**config.mk**
```make
export PLATFORM = sky130hd
export DESIGN_NAME = bw_io_ddr_rd_rcv
export DESIGN_NICKNAME = d
export VERILOG_FILES = /design/src/rtl/bw_io_ddr_rd_rcv.sv
export SDC_FILE = /design/constraint.sdc
export NUM_CORES = 1
export LEC_CHECK = 0
export ABC_CLOCK_PERIOD_IN_PS = 4610
export CORE_MARGIN = 2
export CORE_UTILIZATION = 47
export DETAILED_ROUTE_END_ITERATION = 12
export HOLD_SLACK_MARGIN = 0.15
export PLACE_DENSITY_LB_ADDON = 0.1
export SKIP_CTS_REPAIR_TIMING = 1
export SLEW_MARGIN = 10
export SYNTH_ARGS = -nofsm -noshare
export SYNTH_HDL_FRONTEND = slang
export SYNTH_SLANG_ARGS = --single-unit
```
**constraint.sdc**
```tcl
create_clock -name clk -period 4.61 [get_ports clk]
set_input_delay 0.922 -clock clk [delete_from_list [all_inputs] [get_ports clk]]
set_output_delay 0.922 -clock clk [all_outputs]
set_load 0.02 [all_outputs]
```
**src/rtl/bw_io_ddr_rd_rcv.sv**
```systemverilog
// DDR read-return receiver: retimes pad read beats, tags the last beat of
// each DRAM burst, and queues beats in a small return FIFO toward the
// controller. Beats arriving while the FIFO is full (and not draining) are
// dropped and flagged through a sticky overflow bit.
// Optional feature macro: BW_IO_DDR_RD_PARITY_EN adds per-byte even parity
// storage and the ctl_rd_par output.
module bw_io_ddr_rd_rcv #(
    parameter int FIFO_DEPTH = 4,
    parameter int BURST_LEN  = 4
) (
    input  logic        clk,
    input  logic        rst,
    input  logic        pad_rd_vld,
    input  logic [31:0] pad_rd_data,
    input  logic        ctl_rd_rdy,
    output logic        ctl_rd_vld,
    output logic [31:0] ctl_rd_data,
    output logic        ctl_rd_last,
    output logic        ovfl_err,
    output logic [4:0]  fifo_cnt
`ifdef BW_IO_DDR_RD_PARITY_EN
    ,
    output logic [3:0]  ctl_rd_par
`endif
);

    localparam int AW = (FIFO_DEPTH > 1) ? $clog2(FIFO_DEPTH) : 1;
    localparam int CW = (BURST_LEN  > 1) ? $clog2(BURST_LEN)  : 1;
    localparam logic [CW-1:0] BEAT_LAST = CW'(BURST_LEN - 1);
    localparam logic [4:0]    CNT_FULL  = 5'(FIFO_DEPTH);

    // beat position within the current DRAM burst
    logic [CW-1:0] bcnt;
    logic          pad_last;

    // retiming stage
    logic          stg_vld;
    logic [31:0]   stg_data;
    logic          stg_last;

    // return FIFO
    logic [31:0]   mem_data [FIFO_DEPTH];
    logic          mem_last [FIFO_DEPTH];
    logic [AW-1:0] wptr;
    logic [AW-1:0] rptr;
    logic          full;
    logic          push;
    logic          pop;
    logic          drop;

`ifdef BW_IO_DDR_RD_PARITY_EN
    logic [3:0]    stg_par;
    logic [3:0]    mem_par [FIFO_DEPTH];
    logic [3:0]    pad_par;
`endif

    assign pad_last = (bcnt == BEAT_LAST);

    assign full = (fifo_cnt == CNT_FULL);
    assign pop  = ctl_rd_vld & ctl_rd_rdy;
    // a pop frees the slot the full FIFO would otherwise refuse
    assign push = stg_vld & (~full | pop);
    assign drop = stg_vld & full & ~pop;

    assign ctl_rd_vld  = (fifo_cnt != 5'd0);
    assign ctl_rd_data = mem_data[rptr];
    assign ctl_rd_last = mem_last[rptr];

`ifdef BW_IO_DDR_RD_PARITY_EN
    always_comb begin
        pad_par = 4'b0000;
        for (int b = 0; b < 4; b++) begin
            pad_par[b] = ^pad_rd_data[8*b +: 8];
        end
    end
    assign ctl_rd_par = mem_par[rptr];
`endif

    // count every pad beat, dropped ones included, so framing tracks the DRAM
    always_ff @(posedge clk) begin
        if (rst) begin
            bcnt <= '0;
        end else if (pad_rd_vld) begin
            bcnt <= pad_last ? '0 : bcnt + 1'b1;
        end
    end

    // retime pad beat together with its computed last tag
    always_ff @(posedge clk) begin
        if (rst) begin
            stg_vld  <= 1'b0;
            stg_data <= '0;
            stg_last <= 1'b0;
        end else begin
            stg_vld  <= pad_rd_vld;
            stg_data <= pad_rd_data;
            stg_last <= pad_last;
        end
    end

`ifdef BW_IO_DDR_RD_PARITY_EN
    // parity is computed once at the stage and carried with the beat
    always_ff @(posedge clk) begin
        if (rst) begin
            stg_par <= '0;
        end else begin
            stg_par <= pad_par;
        end
    end

    // parity storage alongside each FIFO entry
    always_ff @(posedge clk) begin
        if (rst) begin
            for (int i = 0; i < FIFO_DEPTH; i++) begin
                mem_par[i] <= '0;
            end
        end else if (push) begin
            mem_par[wptr] <= stg_par;
        end
    end
`endif

    // FIFO entry storage; cleared on reset so the head reads 0 until first push
    always_ff @(posedge clk) begin
        if (rst) begin
            for (int i = 0; i < FIFO_DEPTH; i++) begin
                mem_data[i] <= '0;
                mem_last[i] <= 1'b0;
            end
        end else if (push) begin
            mem_data[wptr] <= stg_data;
            mem_last[wptr] <= stg_last;
        end
    end

    // pointers wrap naturally at the power-of-two depth; occupancy tracks push/pop
    always_ff @(posedge clk) begin
        if (rst) begin
            wptr     <= '0;
            rptr     <= '0;
            fifo_cnt <= '0;
        end else begin
            if (push) begin
                wptr <= wptr + 1'b1;
            end
            if (pop) begin
                rptr <= rptr + 1'b1;
            end
            case ({push, pop})
                2'b10:   fifo_cnt <= fifo_cnt + 5'd1;
                2'b01:   fifo_cnt <= fifo_cnt - 5'd1;
                default: fifo_cnt <= fifo_cnt;
            endcase
        end
    end

    // sticky overflow: set whenever a staged beat is refused
    always_ff @(posedge clk) begin
        if (rst) begin
            ovfl_err <= 1'b0;
        end else if (drop) begin
            ovfl_err <= 1'b1;
        end
    end

endmodule

```
==> metrics.txt, run 1 <==
first-pass GRT wire length between 20 and 25 mm; YS warnings 0; syn nets 557; synthesis-stage register bit count 180; critical path class reg2out; input/output buffers 75; post-synthesis cell area 0.00719 mm²; # IOs 76; CTS root buf clkbuf_16; clk_lat worst skew approximately 0.43 ns; Final #Nets 627; via count a little over 4k; CTS sink count 180; vias in the first global route 4342; total grt overflow 0; P_leak 0.00314 µW; sequential area share after synthesis 0.685; DRC 0; die extent in y 128 µm; pin count of the biggest net entering global routing a little under 50; Max VDD drop between 500 and 600 µV; Area Overhead vs Synth 20.3%; Maximum Capacitance Violations 0; layout cell share with drive strength beyond 1 0.149; Die ar. ~0.016 mm²; top_reg_cell synth edfxtp_1; via/cell ratio 5.27; Setup TNS 0 ns; initial drt markers between 300 and 400; # H-tree levels 4; post-detailed-routing wire length 14.4 mm; CP Capture Type output pin; Final Hold Fails 0; Pre-antenna DRT Iters 4; fin. max-slew vios 0; most frequent cells in the layout nor2_1 (152), edfxtp_1 (132), clkdlybuf4s50_1 (74); Layout Skew between 0.01 and 0.015 ns; synth unique cells 34; CTS tree yes; # fillers 1225; initial antenna violation count 0; syn_area_per_cell about 14 µm²; Post-DP HPWL 8.09 mm; commonest non-fill, non-tap cell in the layout nor2_1; CTS buffer count 17; Gate Count Post-Synth 515; worst hold path class reg2reg; CP arrival 2.76 ns; Final GP Congestion roughly 0.74; status completed; total track usage 0.190; Initial Util 0.476; slew margin rel. 0.331; Reg clk slew, reported paths 0.06 ns; Die Width 128 µm; clock buffer depth 2; R2R setup slack about 1.6 ns; Final setup viols 0; # rows between 40 and 50; Util after Layout 0.573; Worst-Margin Slew approximately 1.0 ns; CP max FO 18; ant diodes 0; EDFF count, synth between 100 and 150; worst hold slack slightly below 0.5 ns; unrepaired setup endpoints after global routing no; Critical Path RT ~3.7 ns; Tmin final about 3.7 ns; share of async-settable or async-resettable flops after synthesis 0; Pwr per Cell Area between 400 and 500 mW/mm²; fmax 271 MHz; Detail Route Antenna Nets 0; core area 0.0151 mm²; DR WL/cell between 15 and 20 µm; Startpoint Class flop; Tcrit/Tclk final 0.800
cell usage after synthesis (2+ instances only):
master    number  area, µm²
or3_1          3       18.8
buf_4          5       37.5
clkbuf_1      14       52.6
ha_1           5       62.6
nor2_1       153        574
a21oi_1        5       25.0
inv_1          5       18.8
buf_6          7       78.8
edfxtp_1     132       3960
xnor2_1        2       17.5
a21o_1         2       15.0
nor2b_1       36        225
o21bai_1       3       22.5
mux4_2        33        743
mux2i_1        3       30.0
xor2_1         3       26.3
nand2b_1       2       12.5
buf_2          6       30.0
nand2_1       34        128
dfxtp_1       48        961
kinds of logic after synthesis:
logic type,after synthesis,share of synthesized area
DFF,180,0.685
muxes,38,0.111
adders and majority gates,6,0.0115
AOI/OAI and AO/OA,14,0.0137
buffers and inverters,38,0.0308
xor gates and xnor gates,5,0.00609
and+or+nand+nor,234,0.142
per-stage QoR:
stage               cells  area, µm²  worst slack (ns)  power (µW)
floorplan             515       7190             0.903        2560
global placement      754       8100             0.987        2890
detailed placement    754       8100             0.923        2900
CTS                   786       8650             0.826        4220
global route          786       8650             0.731        4350
finish                786       8650             0.923        4170
cell type report:
cell class / instances / area, µm² / share of cell area
clock buffer: 24 / 492 / 0.0569
clock inverter: 8 / 50.0 / 0.00579
tap: 188 / 235 / 0.0272
sequential: 180 / 4930 / 0.570
multi-input combinational: 297 / 2100 / 0.243
timing repair buffer: 84 / 826 / 0.0955
inverter: 5 / 18.8 / 0.00217
worst max-delay path: stages, from the launching register on:
cell and delay (ns):
dfxtp_2 0.77, buf_4 0.41, mux4_2 0.58, clkdlybuf4s50_1 0.56
layer usage:
metal / track usage / up-vias / share of wire
met3: 0.0505 / 10 / 0.056
met4: 0.0549 / 0 / 0.0063
met1: 0.245 / 2076 / 0.43
li1: - / 1941 / -
met2: 0.320 / 118 / 0.50
met5: 0 / - / 0
report_power, final:
part / total (µW) / internal [µW] / switching, µW
clock network: 1320 / 745 / 576
registers: 1940 / 1850 / 93.1
logic: 909 / 427 / 482
state kept, by name (all words and copies together), names as in the netlist, named ones only:
signal	cells
bcnt	2
stg_vld	1
stg_last	1
wptr	2
mem_data	128
stg_data	32
rptr	2
ovfl_err	1
mem_last	4
fifo_cnt	5
path summary, 6_finish.rpt:
| kind | endpoint | start | cells past startpoint |
|---|---|---|---|
| setup / recovery | ctl_rd_data[31] | flop | 3 |
| hold / removal | ovfl_err | ovfl_err | 2 |
| setup reg to reg | fifo_cnt[4] | fifo_cnt[0] | 9 |
| hold reg to reg | ovfl_err | ovfl_err | 2 |
No activity file was read; power rests on OpenSTA's default activity.
==> inputs of run 2 (changes only) <==
--- a/config.mk
+++ b/config.mk
@@ -5,7 +5,7 @@
 export SDC_FILE = /design/constraint.sdc
 export NUM_CORES = 1
 export LEC_CHECK = 0
-export ABC_CLOCK_PERIOD_IN_PS = 4610
+export ABC_CLOCK_PERIOD_IN_PS = 3600
 export CORE_MARGIN = 2
 export CORE_UTILIZATION = 47
 export DETAILED_ROUTE_END_ITERATION = 12
==> constraint.sdc (replaced) <==
create_clock -name clk -period 3.6 [get_ports clk]
set_input_delay 0.72 -clock clk [delete_from_list [all_inputs] [get_ports clk]]
set_output_delay 0.72 -clock clk [all_outputs]
set_load 0.02 [all_outputs]
==> metrics.txt, run 2 (synthesized netlist as in run 1, its figures left out) <==
status completed; fin. max-slew vios 0 (unchanged); worst hold slack 0.469 ns (-0.0226 ns); WP buf/inv 2 (unchanged); overall power 5620 µW (+35%); Area Overhead vs Synth 22.5%; CTS root buf clkbuf_16; Storage cell area 0.00493 mm² (unchanged); Max VDD drop 569 µV (-1.3%); R2R setup slack 0.59 ns (-1.02 ns); worst hold start ovfl_err; CP Capture Type output pin; vias in the first global route 4361 (+0.44%); worst hold path class reg2reg; via/cell ratio 5.30 (+0.47%); # H-tree levels 4 (unchanged); Critical Path RT 2.88 ns (-0.81 ns); Pwr per Cell Area 638 mW/mm² (+32%); Final GP Congestion 0.708 (-3.8%); Detail Route Antenna Nets 0 (unchanged); fmax approximately 320 MHz; CP arrival 2.42 ns (-0.34 ns); Die Width 128 µm (unchanged); initial antenna violation count 0 (unchanged); clock buffer depth 2 (unchanged); Setup TNS 0 ns (unchanged); Die ar. 0.0163 mm² (unchanged); Util after Layout 0.583 (+0.0104); Worst Reg2Reg Path Length in Cells 9 (unchanged); most frequent cells in the layout nor2_1 (152), edfxtp_1 (132), clkdlybuf4s50_1 (74); # IOs 76 (unchanged); commonest non-fill, non-tap cell in the layout nor2_1; Tmin final roughly 3.1 ns; Hold Path End ovfl_err; clk_lat worst skew 0.42 ns (about the same); input/output buffers 75 (unchanged); # rows 45 (unchanged); layout cell share with drive strength beyond 1 0.158 (+0.00872); CP max FO 21 (+3); pin count of the biggest net entering global routing 34 (-31%); Post-DP HPWL 8.23 mm (+1.8%); Largest register FFs 128 (unchanged); via count 4191 (+1.1%); CTS tree yes; first-pass GRT wire length 23.2 mm (+0.93%); DRC 0 (unchanged); total grt overflow 0 (unchanged); Pre-antenna DRT Iters 4 (unchanged); fin cells 791 (+0.64%); Layout Skew 0.00641 ns (-0.00559 ns); P_leak 0.00320 µW (+1.9%); core area 0.0151 mm² (unchanged); Maximum Capacitance Violations 0 (unchanged); highest-delay cell along the critical path dfxtp_2; Hold Crit Depth 2 (unchanged); total track usage 0.191 (+0.00109); CTS buffer count 17 (unchanged); die extent in y 128 µm (unchanged); critical path class reg2out; # fillers 1252 (+2.2%); post-detailed-routing wire length 14.4 mm (+0.26%); dpl cells 759 (+0.66%); multi-input logic area 0.00210 mm² (unchanged); Tcrit/Tclk final 0.871; unrepaired setup endpoints after global routing no; Worst-Margin Slew 0.975 ns (-0.0262 ns); top cell family by delay on the critical path buffers and inverters; slew margin rel. 0.348 (+0.0175); Largest regs mem_data (128), stg_data (32), fifo_cnt (5); slowest stage delay, CP 0.73 ns (-0.04 ns); Reg clk slew, reported paths 0.06 ns (about the same); Final Hold Fails 0 (unchanged); reg2reg end fifo_cnt[4]; Critical R2R Launch fifo_cnt[0]; Startpoint Class flop; ant diodes 0 (unchanged); Initial Util 0.476 (unchanged); initial drt markers 286 (-5.9%); Reg with most FFs mem_data; CTS sink count 180 (unchanged); DR WL/cell 18.2 µm (-0.38%); CP cell instances buf_4 -> mux4_2 -> clkdlybuf4s50_1; Final #Nets 632 (+0.80%); Final setup viols 0 (unchanged)
-- run 2: changes by cell type in the layout (fill, tap and decap cells not counted), sizes merged --
cell,before,now
bufinv,0,3
clkinv,6,4
buf,10,15
inv,7,6
clkinvlp,0,3
clkbuf,24,21
-- run 2: power breakdown --
part / leakage (µW) / switching, µW / internal [µW]
Combinational: 0.00112 / 653 / 563
Sequential: 0.00177 / 92.4 / 2370
Clock: 0.000303 / 754 / 1190
-- run 2: worst max-delay path by stage --
stage	endpoint	cells after the start	slack, ns	start
3_3_place_gp	fifo_cnt[4]	10	0.33	ctl_rd_rdy
5_1_grt	ctl_rd_data[0]	3	0.34	flop
6_report	ctl_rd_data[0]	3	0.46	flop
4_1_cts	ctl_rd_data[0]	3	0.40	flop
3_5_place_dp	fifo_cnt[4]	10	0.26	ctl_rd_rdy
2_1_floorplan	mem_data[1][0]	5	0.09	ctl_rd_rdy
-- run 2: final cells by class --
type | instances | share of cell area
Sequential cell | 180 | 0.560
Clock buffer | 21 | 0.0560
Timing Repair Buffer | 89 | 0.101
Tap cell | 188 | 0.0267
Clock inverter | 11 | 0.0163
Multi-Input combinational cell | 297 | 0.238
Inverter | 5 | 0.00213
-- run 2: tightest hold or removal path: stages, from the launching register on --
cell and delay, ns:
dfxtp_1 0.33, a21oi_1 0.04, nor2_1 0.07
-- run 2: metal layers --
layer | GRT usage | routed length [µm]
met5 | 0 | 0
met4 | 0.0608 | 140
met3 | 0.0497 | 814
met2 | 0.320 | 7170
met1 | 0.247 | 6300
-- run 2: per-stage QoR --
step | cell area [µm²] | setup WS, ns
2_1_floorplan | 7190 | 0.0948
3_3_place_gp | 8170 | 0.331
3_5_place_dp | 8170 | 0.263
4_1_cts | 8800 | 0.401
5_1_grt | 8800 | 0.342
6_report | 8800 | 0.463
